[config.mk]
export PLATFORM = sky130hd
export DESIGN_NAME = sigma_delta_adc_arbiter
export DESIGN_NICKNAME = d
export VERILOG_FILES = /design/src/rtl/sigma_delta_pkg.sv /design/src/rtl/sigma_delta_adc_arbiter_rr_arbiter.sv /design/src/rtl/sigma_delta_adc_arbiter.sv
export SDC_FILE = /design/constraint.sdc
export NUM_CORES = 1
export LEC_CHECK = 0
export BUFFER_PORTS_ARGS = -buffer_cell sky130_fd_sc_hd__buf_2
export CORE_MARGIN = 5
export CORE_UTILIZATION = 46
export CTS_CLUSTER_SIZE = 28
export DETAILED_ROUTE_END_ITERATION = 16
export PLACE_DENSITY = 0.7
export SYNTH_ARGS = -nofsm -noshare
export SYNTH_HDL_FRONTEND = slang
export SYNTH_HIERARCHICAL = 1
export SYNTH_SLANG_ARGS = --single-unit
[constraint.sdc]
create_clock -name clk -period 4.3 [get_ports clk]
set_input_delay 0.43 -clock clk [delete_from_list [all_inputs] [get_ports clk]]
set_output_delay 0.43 -clock clk [all_outputs]
set_load 0.02 [all_outputs]
[src/rtl/sigma_delta_pkg.sv]
// Shared types and width helpers for the sigma-delta ADC arbiter slice.
//   ch_state_t : per-channel startup state (off / discarding / running)
//   width_of   : bits needed to index n items (at least 1)
package sigma_delta_pkg;

  typedef enum logic [1:0] {
    CH_OFF,
    CH_DISCARD,
    CH_RUN
  } ch_state_t;

  // Bits required to encode values 0..n-1; never returns 0 so that
  // degenerate parameter choices still give legal vector widths.
  function automatic int unsigned width_of(input int unsigned n);
    return (n <= 2) ? 1 : $clog2(n);
  endfunction

endpackage

[src/rtl/sigma_delta_adc_arbiter_rr_arbiter.sv]
// Round-robin priority select over NUM_CHANNELS requesters.
//   req        : request vector
//   last_grant : index granted most recently; search starts one above it
//   grant      : one-hot grant
//   grant_idx  : binary index of the granted requester
//   any_grant  : at least one request present
// Purely combinational; the caller owns and updates last_grant.
module rr_arbiter
  import sigma_delta_pkg::*;
#(
  parameter int unsigned NUM_CHANNELS = 4,
  localparam int unsigned CH_W = width_of(NUM_CHANNELS)
) (
  input  logic [NUM_CHANNELS-1:0] req,
  input  logic [CH_W-1:0]         last_grant,
  output logic [NUM_CHANNELS-1:0] grant,
  output logic [CH_W-1:0]         grant_idx,
  output logic                    any_grant
);

  logic [CH_W-1:0] idx;

  always_comb begin
    grant     = '0;
    grant_idx = '0;
    any_grant = 1'b0;
    idx       = '0;
    // Offsets 1..N cover every requester once, ending on last_grant itself.
    for (int unsigned k = 1; k <= NUM_CHANNELS; k++) begin
      idx = CH_W'((32'(last_grant) + k) % NUM_CHANNELS);
      if (!any_grant && req[idx]) begin
        grant[idx] = 1'b1;
        grant_idx  = idx;
        any_grant  = 1'b1;
      end
    end
  end

endmodule

[src/rtl/sigma_delta_adc_arbiter.sv]
// Serialises decimated samples from a bank of sigma-delta ADCs onto a single
// valid/ready stream tagged with the source channel.
//   clk, rst        : clock, asynchronous active-high reset
//   ch_enable       : per-channel enable; a channel re-runs its startup discard
//                     after every enable
//   adc_output_bus  : channel i sample at [i*ADC_BITLEN +: ADC_BITLEN]
//   adc_valid       : per-channel one-cycle sample strobe
//   m_data/m_channel/m_valid/m_ready : output stream
//   overrun         : sticky flag, a buffered sample was replaced before sent
//   overrun_clr     : clears all overrun flags (a same-cycle set wins)
module sigma_delta_adc_arbiter
  import sigma_delta_pkg::*;
#(
  parameter int unsigned NUM_CHANNELS    = 4,
  parameter int unsigned ADC_BITLEN      = 24,
  parameter int unsigned DISCARD_SAMPLES = 4,
  localparam int unsigned CH_W = width_of(NUM_CHANNELS)
) (
  input  logic                             clk,
  input  logic                             rst,
  input  logic [NUM_CHANNELS-1:0]          ch_enable,
  input  logic [NUM_CHANNELS*ADC_BITLEN-1:0] adc_output_bus,
  input  logic [NUM_CHANNELS-1:0]          adc_valid,
  output logic [ADC_BITLEN-1:0]            m_data,
  output logic [CH_W-1:0]                  m_channel,
  output logic                             m_valid,
  input  logic                             m_ready,
  output logic [NUM_CHANNELS-1:0]          overrun,
  input  logic                             overrun_clr
);

  localparam int unsigned     CNT_W   = width_of(DISCARD_SAMPLES + 1);
  localparam logic [CNT_W-1:0] CNT_MAX = CNT_W'(DISCARD_SAMPLES);

  ch_state_t                 state_q [NUM_CHANNELS];
  ch_state_t                 state_d [NUM_CHANNELS];
  logic [CNT_W-1:0]          cnt_q   [NUM_CHANNELS];
  logic [CNT_W-1:0]          cnt_d   [NUM_CHANNELS];
  logic [ADC_BITLEN-1:0]     hold_q  [NUM_CHANNELS];
  logic [ADC_BITLEN-1:0]     hold_d  [NUM_CHANNELS];
  logic [NUM_CHANNELS-1:0]   pending_q, pending_d;
  logic [NUM_CHANNELS-1:0]   overrun_q, overrun_d;
  logic [NUM_CHANNELS-1:0]   capture, ov_set, granted;
  logic [ADC_BITLEN-1:0]     m_data_q, m_data_d;
  logic [CH_W-1:0]           m_channel_q, m_channel_d;
  logic                      m_valid_q, m_valid_d;
  logic [CH_W-1:0]           last_grant_q, last_grant_d;

  logic                      load;
  logic [NUM_CHANNELS-1:0]   grant;
  logic [CH_W-1:0]           grant_idx;
  logic                      any_grant;

  assign load = !m_valid_q || m_ready;

  // A channel disabled this cycle loses its pending sample, so it must not
  // win the output register at the same time.
  rr_arbiter #(.NUM_CHANNELS(NUM_CHANNELS)) u_rr (
    .req        (pending_q & ch_enable),
    .last_grant (last_grant_q),
    .grant      (grant),
    .grant_idx  (grant_idx),
    .any_grant  (any_grant)
  );

  always_comb begin
    granted = (load && any_grant) ? grant : '0;
    capture = '0;
    ov_set  = '0;
    for (int unsigned i = 0; i < NUM_CHANNELS; i++) begin
      state_d[i]   = state_q[i];
      cnt_d[i]     = cnt_q[i];
      hold_d[i]    = hold_q[i];
      pending_d[i] = pending_q[i] & ~granted[i];
      if (!ch_enable[i]) begin
        state_d[i]   = CH_OFF;
        cnt_d[i]     = '0;
        pending_d[i] = 1'b0;
      end else begin
        unique case (state_q[i])
          CH_OFF: begin
            state_d[i] = CH_DISCARD;
            cnt_d[i]   = '0;
          end
          CH_DISCARD: begin
            if (DISCARD_SAMPLES == 0) begin
              state_d[i] = CH_RUN;
              capture[i] = adc_valid[i];
            end else if (adc_valid[i] && cnt_q[i] != CNT_MAX) begin
              // The strobe completing the count is itself dropped.
              cnt_d[i] = cnt_q[i] + CNT_W'(1);
              if (cnt_q[i] + CNT_W'(1) == CNT_MAX) state_d[i] = CH_RUN;
            end
          end
          CH_RUN:  capture[i] = adc_valid[i];
          default: state_d[i] = CH_OFF;
        endcase
      end
      if (capture[i]) begin
        hold_d[i]    = adc_output_bus[i*ADC_BITLEN +: ADC_BITLEN];
        pending_d[i] = 1'b1;
        ov_set[i]    = pending_q[i] & ~granted[i];
      end
    end
    overrun_d = (overrun_clr ? '0 : overrun_q) | ov_set;

    m_data_d     = m_data_q;
    m_channel_d  = m_channel_q;
    m_valid_d    = m_valid_q;
    last_grant_d = last_grant_q;
    if (load) begin
      m_valid_d = any_grant;
      if (any_grant) begin
        m_data_d     = hold_q[grant_idx];
        m_channel_d  = grant_idx;
        last_grant_d = grant_idx;
      end
    end
  end

  always_ff @(posedge clk or posedge rst) begin
    if (rst) begin
      for (int unsigned i = 0; i < NUM_CHANNELS; i++) begin
        state_q[i] <= CH_DISCARD;
        cnt_q[i]   <= '0;
        hold_q[i]  <= '0;
      end
      pending_q    <= '0;
      overrun_q    <= '0;
      m_data_q     <= '0;
      m_channel_q  <= '0;
      m_valid_q    <= 1'b0;
      last_grant_q <= CH_W'(NUM_CHANNELS - 1);
    end else begin
      for (int unsigned i = 0; i < NUM_CHANNELS; i++) begin
        state_q[i] <= state_d[i];
        cnt_q[i]   <= cnt_d[i];
        hold_q[i]  <= hold_d[i];
      end
      pending_q    <= pending_d;
      overrun_q    <= overrun_d;
      m_data_q     <= m_data_d;
      m_channel_q  <= m_channel_d;
      m_valid_q    <= m_valid_d;
      last_grant_q <= last_grant_d;
    end
  end

  assign m_data    = m_data_q;
  assign m_channel = m_channel_q;
  assign m_valid   = m_valid_q;
  assign overrun   = overrun_q;

endmodule

## After elaboration in Yosys (flattened, before gate mapping)

Cells that the tools add are included.

| word-level totals | value |
|---|---|
| input port bits | 108 |
| word-level logic and storage cells | 192 |
| bits in registers | 153 |

| operators by class | value |
|---|---|
| muxes and demuxes | 81 |
| equal/unequal tests | 32 |
| bitwise gates (word level) | 14 |
| reductions and logical operators | 30 |
| $add $sub $neg | 8 |
| order comparisons | 9 |

Operators by type and width:

| kind | number |
|---|---|
| binary-select mux 24 bit (select 2 bit) | 1 |
| two-way mux 24 bit | 2 |
| != test 3 bit, second input constant | 12 |
| two-way mux 1 bit | 32 |
| two-way mux 2 bit | 16 |
| two-way mux 3 bit | 8 |
| two-way mux 4 bit | 6 |
| one-hot mux 2 bit (3 select lines) | 4 |
| one-hot mux 3 bit (2 select lines) | 4 |
| OR 4 bit | 4 |
| adder 3 x 1 -> 3 bit, second input constant | 4 |
| == test 3 bit, second input constant | 4 |
| logical AND 1 bit | 12 |
| < comparator 2 x 3 -> 1 bit, second input constant | 4 |
| != test 3 x 1 -> 1 bit, second input constant | 4 |
| AND reduction 3 bit | 4 |
| AND reduction 2 bit | 5 |
| binary-select mux 1 bit (select 2 bit) | 4 |
| demux 1 bit (select 2 bit) | 4 |
| == test 2 x 1 -> 1 bit, second input constant | 4 |
| == test 2 bit, second input constant | 4 |
| greater-or-equal comparator 2 x 1 -> 1 bit, second input constant | 4 |
| logical NOT 2 bit | 4 |
| != test 2 bit, second input constant | 4 |
| 9 further kinds | 20 |

## Depth between registers and ports, before layout

| depth | value |
|---|---|
| depth in word-level cells | 19 |
| depth in mapped cells | 14 |
| depth with buffers taken out | 8 |

## Modules after synthesis

Netlist, hierarchy kept.

Modules (own cells, without submodules):

| module | cells each | instances | seq. area each (sq um) | area each (sq um) |
|---|---|---|---|---|
| sigma_delta_adc_arbiter | 461 | 1 | 3836.2 | 7040.5 |
| rr_arbiter | 86 | 1 | 0.0 | 629.4 |

## Least setup slack after synthesis

OpenSTA, ideal clock, no wires.

| timing | value |
|---|---|
| kind | register to register |
| start | reg last_grant_q[0] |
| end | reg m_data_q[10] (netlist: m_data[10]) |
| slack | 0.803 ns |
| period minus slack after synthesis | 3.497 ns |
| library setup time | 0.125 ns |
| data required time | 4.175 ns |
| cell stages (with the launch flop) | 15 |
| buffers on the path | 6 |
| arrival | 3.372 ns |
| path through | dfstp_2 > buf_6 > buf_2 > inv_1 > ha_1 > clkbuf_1 > a21oi_1 > a211oi_1 > a311o_1 > a221oi_1 > buf_6 > buf_6 > buf_2 > mux4_2 > mux2_2 |

| on the way | value |
|---|---|
| longest elaborated chain between the ends | 17 |
| elaborated cells on any way between the ends | 31 |
| classes of those cells | 4 x add/sub; 19 x mux; 1 x bitwise; 7 x reduce/logical |

RTL lines:

| item | line | RTL |
|---|---|---|
| start: declaration | sigma_delta_adc_arbiter.sv:47 | `logic [CH_W-1:0] last_grant_q, last_grant_d;` |
| start signal: assignment | sigma_delta_adc_arbiter.sv:133 | `last_grant_q <= CH_W'(NUM_CHANNELS - 1);` |
| start signal: assignment | sigma_delta_adc_arbiter.sv:145 | `last_grant_q <= last_grant_d;` |
| adder 2 x 1 -> 2 bit | sigma_delta_adc_arbiter_rr_arbiter.sv:30 | `idx = CH_W'((32'(last_grant) + k) % NUM_CHANNELS);` |
| binary-select mux 1 bit (select 2 bit) | sigma_delta_adc_arbiter_rr_arbiter.sv:31 | `if (!any_grant && req[idx]) begin` |
| two-way mux 1 bit (not written as such) | sigma_delta_adc_arbiter_rr_arbiter.sv:31 |  |
| two-way mux 1 bit | sigma_delta_adc_arbiter_rr_arbiter.sv:31 |  |
| logical NOT 1 bit | sigma_delta_adc_arbiter_rr_arbiter.sv:31 |  |
| logical AND 1 bit | sigma_delta_adc_arbiter_rr_arbiter.sv:31 |  |
| two-way mux 1 bit | sigma_delta_adc_arbiter_rr_arbiter.sv:31 |  |
| logical NOT 1 bit | sigma_delta_adc_arbiter_rr_arbiter.sv:31 |  |
| logical AND 1 bit | sigma_delta_adc_arbiter_rr_arbiter.sv:31 |  |
| two-way mux 1 bit | sigma_delta_adc_arbiter_rr_arbiter.sv:31 |  |
| logical NOT 1 bit | sigma_delta_adc_arbiter_rr_arbiter.sv:31 |  |
| logical AND 1 bit | sigma_delta_adc_arbiter_rr_arbiter.sv:31 |  |
| two-way mux 2 bit * | sigma_delta_adc_arbiter_rr_arbiter.sv:31 |  |
| named net grant_idx[0] | sigma_delta_adc_arbiter.sv:51 | `logic [CH_W-1:0] grant_idx;` |
| NOT 2 -> 3 bit (not written as such) * | sigma_delta_adc_arbiter.sv:114 | `m_data_d = hold_q[grant_idx];` |
| binary-select mux 24 bit (select 2 bit) * | sigma_delta_adc_arbiter.sv:114 |  |
| two-way mux 24 bit (not written as such) * (2 in a row) | sigma_delta_adc_arbiter.sv:114 |  |
| end signal: assignment | sigma_delta_adc_arbiter.sv:142 | `m_data_q <= m_data_d;` |
| end: declaration | sigma_delta_adc_arbiter.sv:44 | `logic [ADC_BITLEN-1:0] m_data_q, m_data_d;` |

Mark *: on every way through the listed nets, which the timed path passes. The rest lies on a longest branch. The select of a mux whose other input is x is not followed.
A chain may end at the register's enable or synchronous reset.

## Final worst setup path

| timing | value |
|---|---|
| start | reg last_grant_q[0] |
| end | reg m_data_q[23] (netlist: m_data[23]) |

Same word-level chain as after synthesis.

==> results by group <==
Logic synthesis
  • EDFF count, synth: 0
  • Ys flop type: dfrtp_1
  • Synth area leader: dfrtp_1
  • Ys async rst share: 100%
  • #FFs+latches synth: 153
  • Net Count, Synth: 675
  • Dominant cell by count in the synthesized netlist: dfrtp_1
  • Syn_area_per_cell: 14.0 sq um
  • Most frequent cells after synthesis: dfrtp_1 (147), mux2_1 (48), mux2_2 (40)
  • Post-Syn Area: 7670 sq um
  • Area contributors post-synth: dfrtp_1 (48%), mux2_4 (7.0%), mux2_1 (7.0%)
  • Yosys top cell area share: 48.0%
  • Post-synthesis sequential area ratio: 50.0%
  • Post-synthesis cell count: 547
  • YS warnings: 6
  • Distinct cells, synth: 54

Global route
  • Global-route wire length before repair: 29300 um
  • Initial antenna violation count: 1
  • Largest net degree at the start of global routing: 154
  • Vias in the first global route: 5508
  • Grt total ovfl: 0
  • GRT Util Overall: 19.1%

Clock tree
  • Setup bufs post-CTS: 0
  • Root Buffer: clkbuf_16
  • Clock sinks: 153
  • Clock Latency Late Sink: 0.42 ns
  • H-tree depth: 4
  • CTS clk-pin slew, worst paths: 0.06 ns
  • Post-CTS sizing: 0
  • Hold buffer count at CTS: 0
  • CTS tree: built
  • CTS Buf Count: 17
  • Clock buffer depth: 2

Setup path
  • Critical-path cell list: inv_1 > ha_1 > a21oi_1 > a211oi_1 > a311o_1 > a221oi_4 > buf_4 > mux4_2 > mux2_2
  • CP max FO: 21
  • Worst R2R End: m_data[23]
  • Worst Setup SP: last_grant_q[0]
  • R2R setup slack: 0.61 ns
  • Worst Path Arrival: 3.99 ns
  • Worst EP required: 4.61 ns
  • Max stage delay cell, worst path: dfstp_2
  • Max stage delay on crit path: 0.80 ns
  • Worst Reg2Reg Path Length in Cells: 9
  • Worst setup SP type: flop
  • Reg-to-reg startpoint: last_grant_q[0]
  • Crit end category: flop
  • CP Class: reg2reg
  • Kind of cell adding the most delay to the critical path: compound AO/OA/AOI/OAI gates
  • Critical path buffer and inverter count: 2

STA
  • Max Freq: 271 MHz
  • Min Clock Period, post-route: 3.69 ns
  • Tcrit/Tclk final: 85.8%
  • Worst Tran Pin Value: 1.01 ns
  • Worst Skew: 0.0139 ns
  • Hold Vio Cnt, Final: 0
  • # setup viols final: 0
  • Slew Limit Headroom: 32.6%
  • Max-slew violation count: 0
  • RSZ-0062 raised after global routing: no
  • Fin Setup TNS: 0 ns

Final layout
  • Layout area overhead: 17.8%
  • Diode count: 0
  • Final core occ: 54.9%
  • Share of layout cells above drive strength 1: 41.8%
  • Fin nets: 809

Route
  • Residual DRC count: 0
  • Post-DR wirelength/cell: 19.5 um
  • Final WL: 17800 um
  • Via density per instance: 5.57
  • Vias: 5087
  • Starting DRT DRC Count: 228
  • Drt pass-1 iters: 4
  • Antenna viol nets, final: 0

Die
  • Core region area: 16500 sq um
  • Die Wd: 139 um
  • IO Pins: 139
  • Initial core utilization: 46.6%
  • Die Span Y: 139 um
  • Row Count: 47
  • Full die area: 19400 sq um

Power and ir drop
  • Power Density: 329 nW/um^2
  • Leakage: 4.55 nW
  • Peak supply drop: 0.263 mV

Hold path
  • HP Class: in2async

Placement
  • Port Buffer Count: 138
  • GPL Wtd Cong: 0.890
  • DP Wirelength: 12300 um

Run status
  • Status: finished clean

Run
  • Max cap viols: 0
## cells in the final DEF, fill, tap and decap left out, types with 5 or more instances in the layout
cell | netlist | layout
dfrtp_1 | 147 | 147
buf_2 | 8 | 138
mux2_1 | 48 | 48
mux2_2 | 40 | 40
mux2_4 | 36 | 36
nand2_1 | 23 | 23
mux4_2 | 22 | 22
inv_1 | 22 | 21
ha_1 | 20 | 20
clkbuf_16 | 0 | 17
nand3_1 | 14 | 14
a21oi_1 | 11 | 11
nor2_1 | 11 | 11
a31oi_1 | 10 | 10
nand2b_1 | 8 | 8
o31ai_1 | 7 | 7
nand4_1 | 7 | 7
a21o_1 | 6 | 6
mux2i_1 | 6 | 6
dfstp_2 | 6 | 6
buf_4 | 2 | 6
nor2b_1 | 5 | 5
nand4b_1 | 5 | 5
or3_1 | 5 | 5
clkbuf_1 | 5 | 5
## state kept, by name, summed over array words and instances (netlist names)
register	flops
last_grant_q	2
hold_q	96
pending_q	4
cnt_q	12
m_channel	2
m_valid	1
overrun	4
state_q	8
m_data	24
## layer usage
layer | GRT usage (%) | share of wire (%) | up-vias | wire (um)
li1 | - | - | 2298 | -
met2 | 32.4 | 51 | 168 | 9080
met3 | 4.90 | 5.4 | 24 | 969
met4 | 6.08 | 1.2 | 2 | 216
met1 | 24.1 | 42 | 2595 | 7550
met5 | 0 | 0.039 | - | 7
## where the power goes
group / internal, mW / total [mW] / switching [mW]
Clock: 0.816 / 1.40 / 0.587
Combinational: 0.0505 / 0.114 / 0.0639
Sequential: 1.45 / 1.45 / 0.00650
Total: 2.31 / 2.97 / 0.658
## worst register-to-register path: stages (launching register included)
cell and delay, ns:
dfstp_2 0.80, inv_1 0.19, ha_1 0.48, a21oi_1 0.19
a211oi_1 0.07, a311o_1 0.37, a221oi_4 0.27, buf_4 0.37
mux4_2 0.57, mux2_2 0.27
## kinds of logic (layout without fill, tap and decap cells)
logic type	after synthesis	count (layout)	synth area share [%]
DFF	153	153	50.0
buffers and inverters	52	199	4.40
and+or+nand+nor	99	99	7.16
muxes	156	156	28.6
adders and majority gates	20	20	3.26
AOI/OAI and AO/OA	67	67	6.57
## worst max-delay path by stage
stage | end | slack [ns] | cells past startpoint
finish | m_data[23] | 0.61 | 9
global route | m_data[23] | 0.41 | 8
CTS | m_data[23] | 0.59 | 9
detailed placement | m_data[23] | 0.62 | 9
global placement | m_data[6] | 0.77 | 9
floorplan | m_data[10] | 0.80 | 14
## final cells by class
class | instances | area, sq um
clock buffer | 23 | 458
clock inverter | 9 | 92.6
fill | 1409 | 7430
inverter | 22 | 86.3
multi-input combinational | 342 | 3530
sequential | 153 | 3840
tap | 220 | 275
timing repair buffer | 145 | 756
## through the flow
step / setup slack [ns] / power (mW) / instances / instance area [sq um] / hold slack (ns)
after global routing: 0.405 / 3.08 / 914 / 9030 / 0.215
after floorplan: 0.803 / 1.52 / 547 / 7670 / 0.450
after global placement: 0.766 / 1.59 / 882 / 8480 / 0.458
after detailed placement: 0.619 / 1.60 / 882 / 8480 / 0.467
after CTS: 0.594 / 3.00 / 914 / 9030 / 0.203
final: 0.612 / 2.97 / 914 / 9030 / 0.216
Power figures use the tool's default switching activity.
